### config.mk
export PLATFORM = sky130hd
export DESIGN_NAME = bcd2_seg_scan
export DESIGN_NICKNAME = d
export VERILOG_FILES = /design/src/rtl/bcd2_seg_scan.sv
export SDC_FILE = /design/constraint.sdc
export NUM_CORES = 1
export LEC_CHECK = 0
export BUFFER_PORTS_ARGS = -buffer_cell sky130_fd_sc_hd__buf_2
export CORE_MARGIN = 2
export CORE_UTILIZATION = 25
export DETAILED_ROUTE_END_ITERATION = 10
export PLACE_DENSITY = 0.39
export SYNTH_ARGS = -nofsm -noshare
export SYNTH_HDL_FRONTEND = slang
export SYNTH_SLANG_ARGS = --single-unit
### constraint.sdc
create_clock -name clk -period 1.5 [get_ports clk]
set_input_delay 0.075 -clock clk [delete_from_list [all_inputs] [get_ports clk]]
set_output_delay 0.075 -clock clk [all_outputs]
set_load 0.005 [all_outputs]
### src/rtl/bcd2_seg_scan.sv
// rtl/bcd2_seg_scan.sv - two-digit BCD to 7-segment multiplexed display scanner
// Outputs decode from registered state only; ld reloads the digits and restarts the scan.
module bcd2_seg_scan #(
  parameter int DIV      = 4,
  parameter bit BLANK_LZ = 1'b1
) (
  input  logic       clk,
  input  logic       rst_b,
  input  logic       ld,
  input  logic [3:0] d,
  input  logic [3:0] u,
  output logic [6:0] seg,
  output logic [1:0] an,
  output logic       err
);

  localparam int CW = $clog2(DIV);
  localparam logic [CW-1:0] CNT_LAST = CW'(DIV - 1);

  localparam logic [1:0] S_IDLE   = 2'd0;
  localparam logic [1:0] S_SHOW_U = 2'd1;
  localparam logic [1:0] S_SHOW_D = 2'd2;

  logic [1:0]    state_q, state_d;
  logic [CW-1:0] cnt_q, cnt_d;
  logic [3:0]    dr_q, dr_d;
  logic [3:0]    ur_q, ur_d;

  function automatic logic [6:0] enc(input logic [3:0] v);
    logic [6:0] s;
    case (v)
      4'd0:    s = 7'h3F;
      4'd1:    s = 7'h06;
      4'd2:    s = 7'h5B;
      4'd3:    s = 7'h4F;
      4'd4:    s = 7'h66;
      4'd5:    s = 7'h6D;
      4'd6:    s = 7'h7D;
      4'd7:    s = 7'h07;
      4'd8:    s = 7'h7F;
      4'd9:    s = 7'h6F;
      default: s = 7'h40;
    endcase
    return s;
  endfunction

  // A load always wins, including over the phase wrap, so every load starts a full units phase.
  always_comb begin
    state_d = state_q;
    cnt_d   = cnt_q;
    dr_d    = dr_q;
    ur_d    = ur_q;
    if (ld) begin
      dr_d    = d;
      ur_d    = u;
      cnt_d   = '0;
      state_d = S_SHOW_U;
    end else begin
      case (state_q)
        S_SHOW_U, S_SHOW_D: begin
          if (cnt_q == CNT_LAST) begin
            cnt_d   = '0;
            state_d = (state_q == S_SHOW_U) ? S_SHOW_D : S_SHOW_U;
          end else begin
            cnt_d = cnt_q + 1'b1;
          end
        end
        S_IDLE:  state_d = S_IDLE;
        default: state_d = S_IDLE;
      endcase
    end
  end

  always_ff @(posedge clk or negedge rst_b) begin
    if (!rst_b) begin
      state_q <= S_IDLE;
      cnt_q   <= '0;
      dr_q    <= 4'd0;
      ur_q    <= 4'd0;
    end else begin
      state_q <= state_d;
      cnt_q   <= cnt_d;
      dr_q    <= dr_d;
      ur_q    <= ur_d;
    end
  end

  // Blanked leading zero keeps its enable asserted so the scan rhythm never changes.
  always_comb begin
    seg = 7'h00;
    an  = 2'b11;
    err = 1'b0;
    case (state_q)
      S_SHOW_U: begin
        an  = 2'b10;
        seg = enc(ur_q);
        err = (dr_q > 4'd9) | (ur_q > 4'd9);
      end
      S_SHOW_D: begin
        an  = 2'b01;
        seg = (BLANK_LZ && (dr_q == 4'd0)) ? 7'h00 : enc(dr_q);
        err = (dr_q > 4'd9) | (ur_q > 4'd9);
      end
      default: begin
        seg = 7'h00;
        an  = 2'b11;
        err = 1'b0;
      end
    endcase
  end

endmodule

==> out/summary.txt <==
Commonest non-fill, non-tap cell in the layout - buf_2
Syn Inst Count - 122
# clock sinks - 12
CP required - 1.42 ns
Post-route ant nets - 0
Drt pass-1 iters - 4
DRC viols - 0
CTS tree - done
All-layer global routing usage - 0.115
Total Die Area - 0.00461 mm^2
Share of cells above drive strength 1 - 0.515
Total power - 1970 uW
Rows - 23
Number of synthesis warnings - 0
GPL Wtd Cong - 0.732
Core outline area - 0.00397 mm^2
Footprint of the multi-input gates - 828 um^2
HPWL after DPL - 1890 um
First-pass GRT wire length - 4100 um
Post-synthesis cell area - 0.00102 mm^2
Max rail drop VDD - 0.686 mV
Antenna diodes - 0
Number of H-tree levels - 1
Clk_lat worst skew - 0.24 ns
Pwr Density - 1230 mW/mm^2
Worst min path class - in -> reg
Seq cells post-synth - 12
Wire per inst - 12.0 um
Num CTS Buffers - 3
Gr ovfl total - 0
Final Setup Violations - 8
Reg clk slew, reported paths - 0.05 ns
Clk_skew - 0.000431 ns
Worst Setup End Kind - output pin
Hold Vio Cnt, Final - 0
Nets - 192
Setup tns final - -1.01 ns
Clock buffer depth - 2
Final WS setup - -0.182 ns
Crit path kind - reg -> out
Hold Path Depth - 3
Commonest cells after routing, fill and taps aside - buf_2, buf_4, dfrtp_1, a21oi_1, o21ai_0
Drt via density - 4.50
Root Buffer - clkbuf_8
Max FO, Critical Path - 3
R2r setup slk - 0.24 ns
Critical path arrival - 1.61 ns
CP max stage delay - 0.41 ns
Die width - 67.9 um
Area share of the largest cell type after synthesis - 0.294
Total vias in the final route - 968
Worst reg-to-reg path cell count - 4
Vias in the first global route - 936
Syn_nets - 148
Largest net degree at the start of global routing - 18
Final slew viol count - 0
Cell accounting for the most synthesized area - dfrtp_1
Initial antenna violation count - 0
Startpoint types - flip-flop
Fin crit share - 1.12
Reg area - 302 um^2
Max Cap Viol - 0
Worst path cell trace - ha_2 > mux2_4 > o22ai_2 > nand2_1 > a21oi_1 > buf_2
R2R Path End - state_q[0]
Final min period - 1.68 ns
Static Leak - 0.000729 uW
Status - finished, violations left
Final Util - 0.404
DR iter-0 viols - 43
Die height - 67.9 um
Slew HR - 0.700
I/O Buffers - 20
Count of different cell masters after synthesis - 28
Worst-margin pin slew - 0.450 ns
Ports - 21
Failing checks - negative setup slack
Hold endpoint - ur_q[0]
Routed WL - 2570 um
Unrepaired setup endpoints after global routing - yes
Sequential cell area fraction in the yosys report - 0.294
Worst path slowest cell - dfrtp_1
Starting Density - 0.257
R2R Path Start - state_q[1]
Top post-synthesis cells by area - dfrtp_1, ha_1, o21ai_0
FILL cells - 406
Fmax - 594 MHz
P&R area growth vs syn - 57.4%
Hold Startpoint - u[0]
Post-Syn Area per Cell - 8.36 um^2
-- registers in the layout, summed over array words and instances, names as in the netlist --
name and cells:
ur_q 4, state_q 2, cnt_q 2, dr_q 4
-- layout make-up --
cell class                 count  area share
tap                           50      0.0390
multi-input combinational     91       0.516
inverter                      13      0.0304
sequential                    12       0.188
clock buffer                   4      0.0343
timing repair buffer          45       0.193
-- worst max-delay path by stage --
stage,cells past startpoint,to,start
after floorplan,6,seg[5],state_q[0]
after global placement,7,seg[2],dr_q[0]
after detailed placement,7,seg[5],dr_q[0]
after CTS,7,seg[5],dr_q[1]
after global routing,7,seg[4],dr_q[1]
final,6,seg[0],ur_q[0]
-- critical path: cells and delay by family (launching register included) --
| kind | cells | cell delay, ns |
|---|---|---|
| fa+ha+maj | 1 | 0.21 |
| mux | 1 | 0.28 |
| flops | 1 | 0.41 |
| simple gates | 1 | 0.08 |
| buf+inv | 1 | 0.12 |
| compound gates | 2 | 0.28 |
-- power breakdown --
group	internal, uW	switching (uW)	leakage, uW
sequential	392	65.5	0.000145
combinational	584	582	0.000555
clock	232	115	0.0000288
total	1210	762	0.000729
-- cell families after synthesis --
kind of cell,Yosys count,share of synthesized area
adders and majority gates,15,0.184
and+or+nand+nor,34,0.164
muxes,5,0.0540
AOI/OAI and AO/OA,37,0.227
DFF,12,0.294
buffers and inverters,19,0.0761
-- synthesized netlist by cell type --
library cell	instances
a211o_1	1
a21o_2	1
a21oi_1	10
a21oi_2	1
a22oi_1	1
a2bb2oi_1	1
a32o_1	1
a32oi_2	1
and2b_1	2
buf_2	5
clkbuf_1	1
dfrtp_1	12
ha_1	15
inv_1	13
mux2_2	4
mux2i_1	1
nand2_1	8
nand2b_1	3
nor2_1	9
nor2b_1	5
nor3_1	5
nor3b_1	1
o211ai_1	1
o21ai_0	13
o21bai_1	1
o22ai_1	4
o31ai_1	1
or2_1	1
-- repair_timing --
| item | 4_1_cts | 5_1_grt |
|---|---|---|
| setup buffers | 9 | 2 |
| setup endpoints to repair | 8 | 8 |
| hold endpoints to repair | 12 | 0 |
| hold buffers | 1 | 0 |
| gates resized for setup | 29 | 20 |
| pin swaps | 11 | 9 |
-- routing by layer --
metal,global-route usage,wire length (um),vias up
met3,0.0148,79,2
met2,0.183,1180,14
met5,0,0,-
met1,0.160,1290,450
met4,0.0375,14,0
li1,-,-,502
-- metrics by stage --
| step | std cells | area (um^2) | hold slack (ns) | worst slack, ns |
|---|---|---|---|---|
| after floorplan | 122 | 1020 | -0.221 | 0.0961 |
| after global placement | 199 | 1250 | -0.0248 | -0.0197 |
| after detailed placement | 199 | 1250 | -0.0266 | -0.00831 |
| after CTS | 213 | 1500 | 0.0392 | -0.182 |
| after global routing | 215 | 1610 | 0.0369 | -0.251 |
| final | 215 | 1610 | 0.0413 | -0.182 |
No activity file was read; power rests on OpenSTA's default activity.
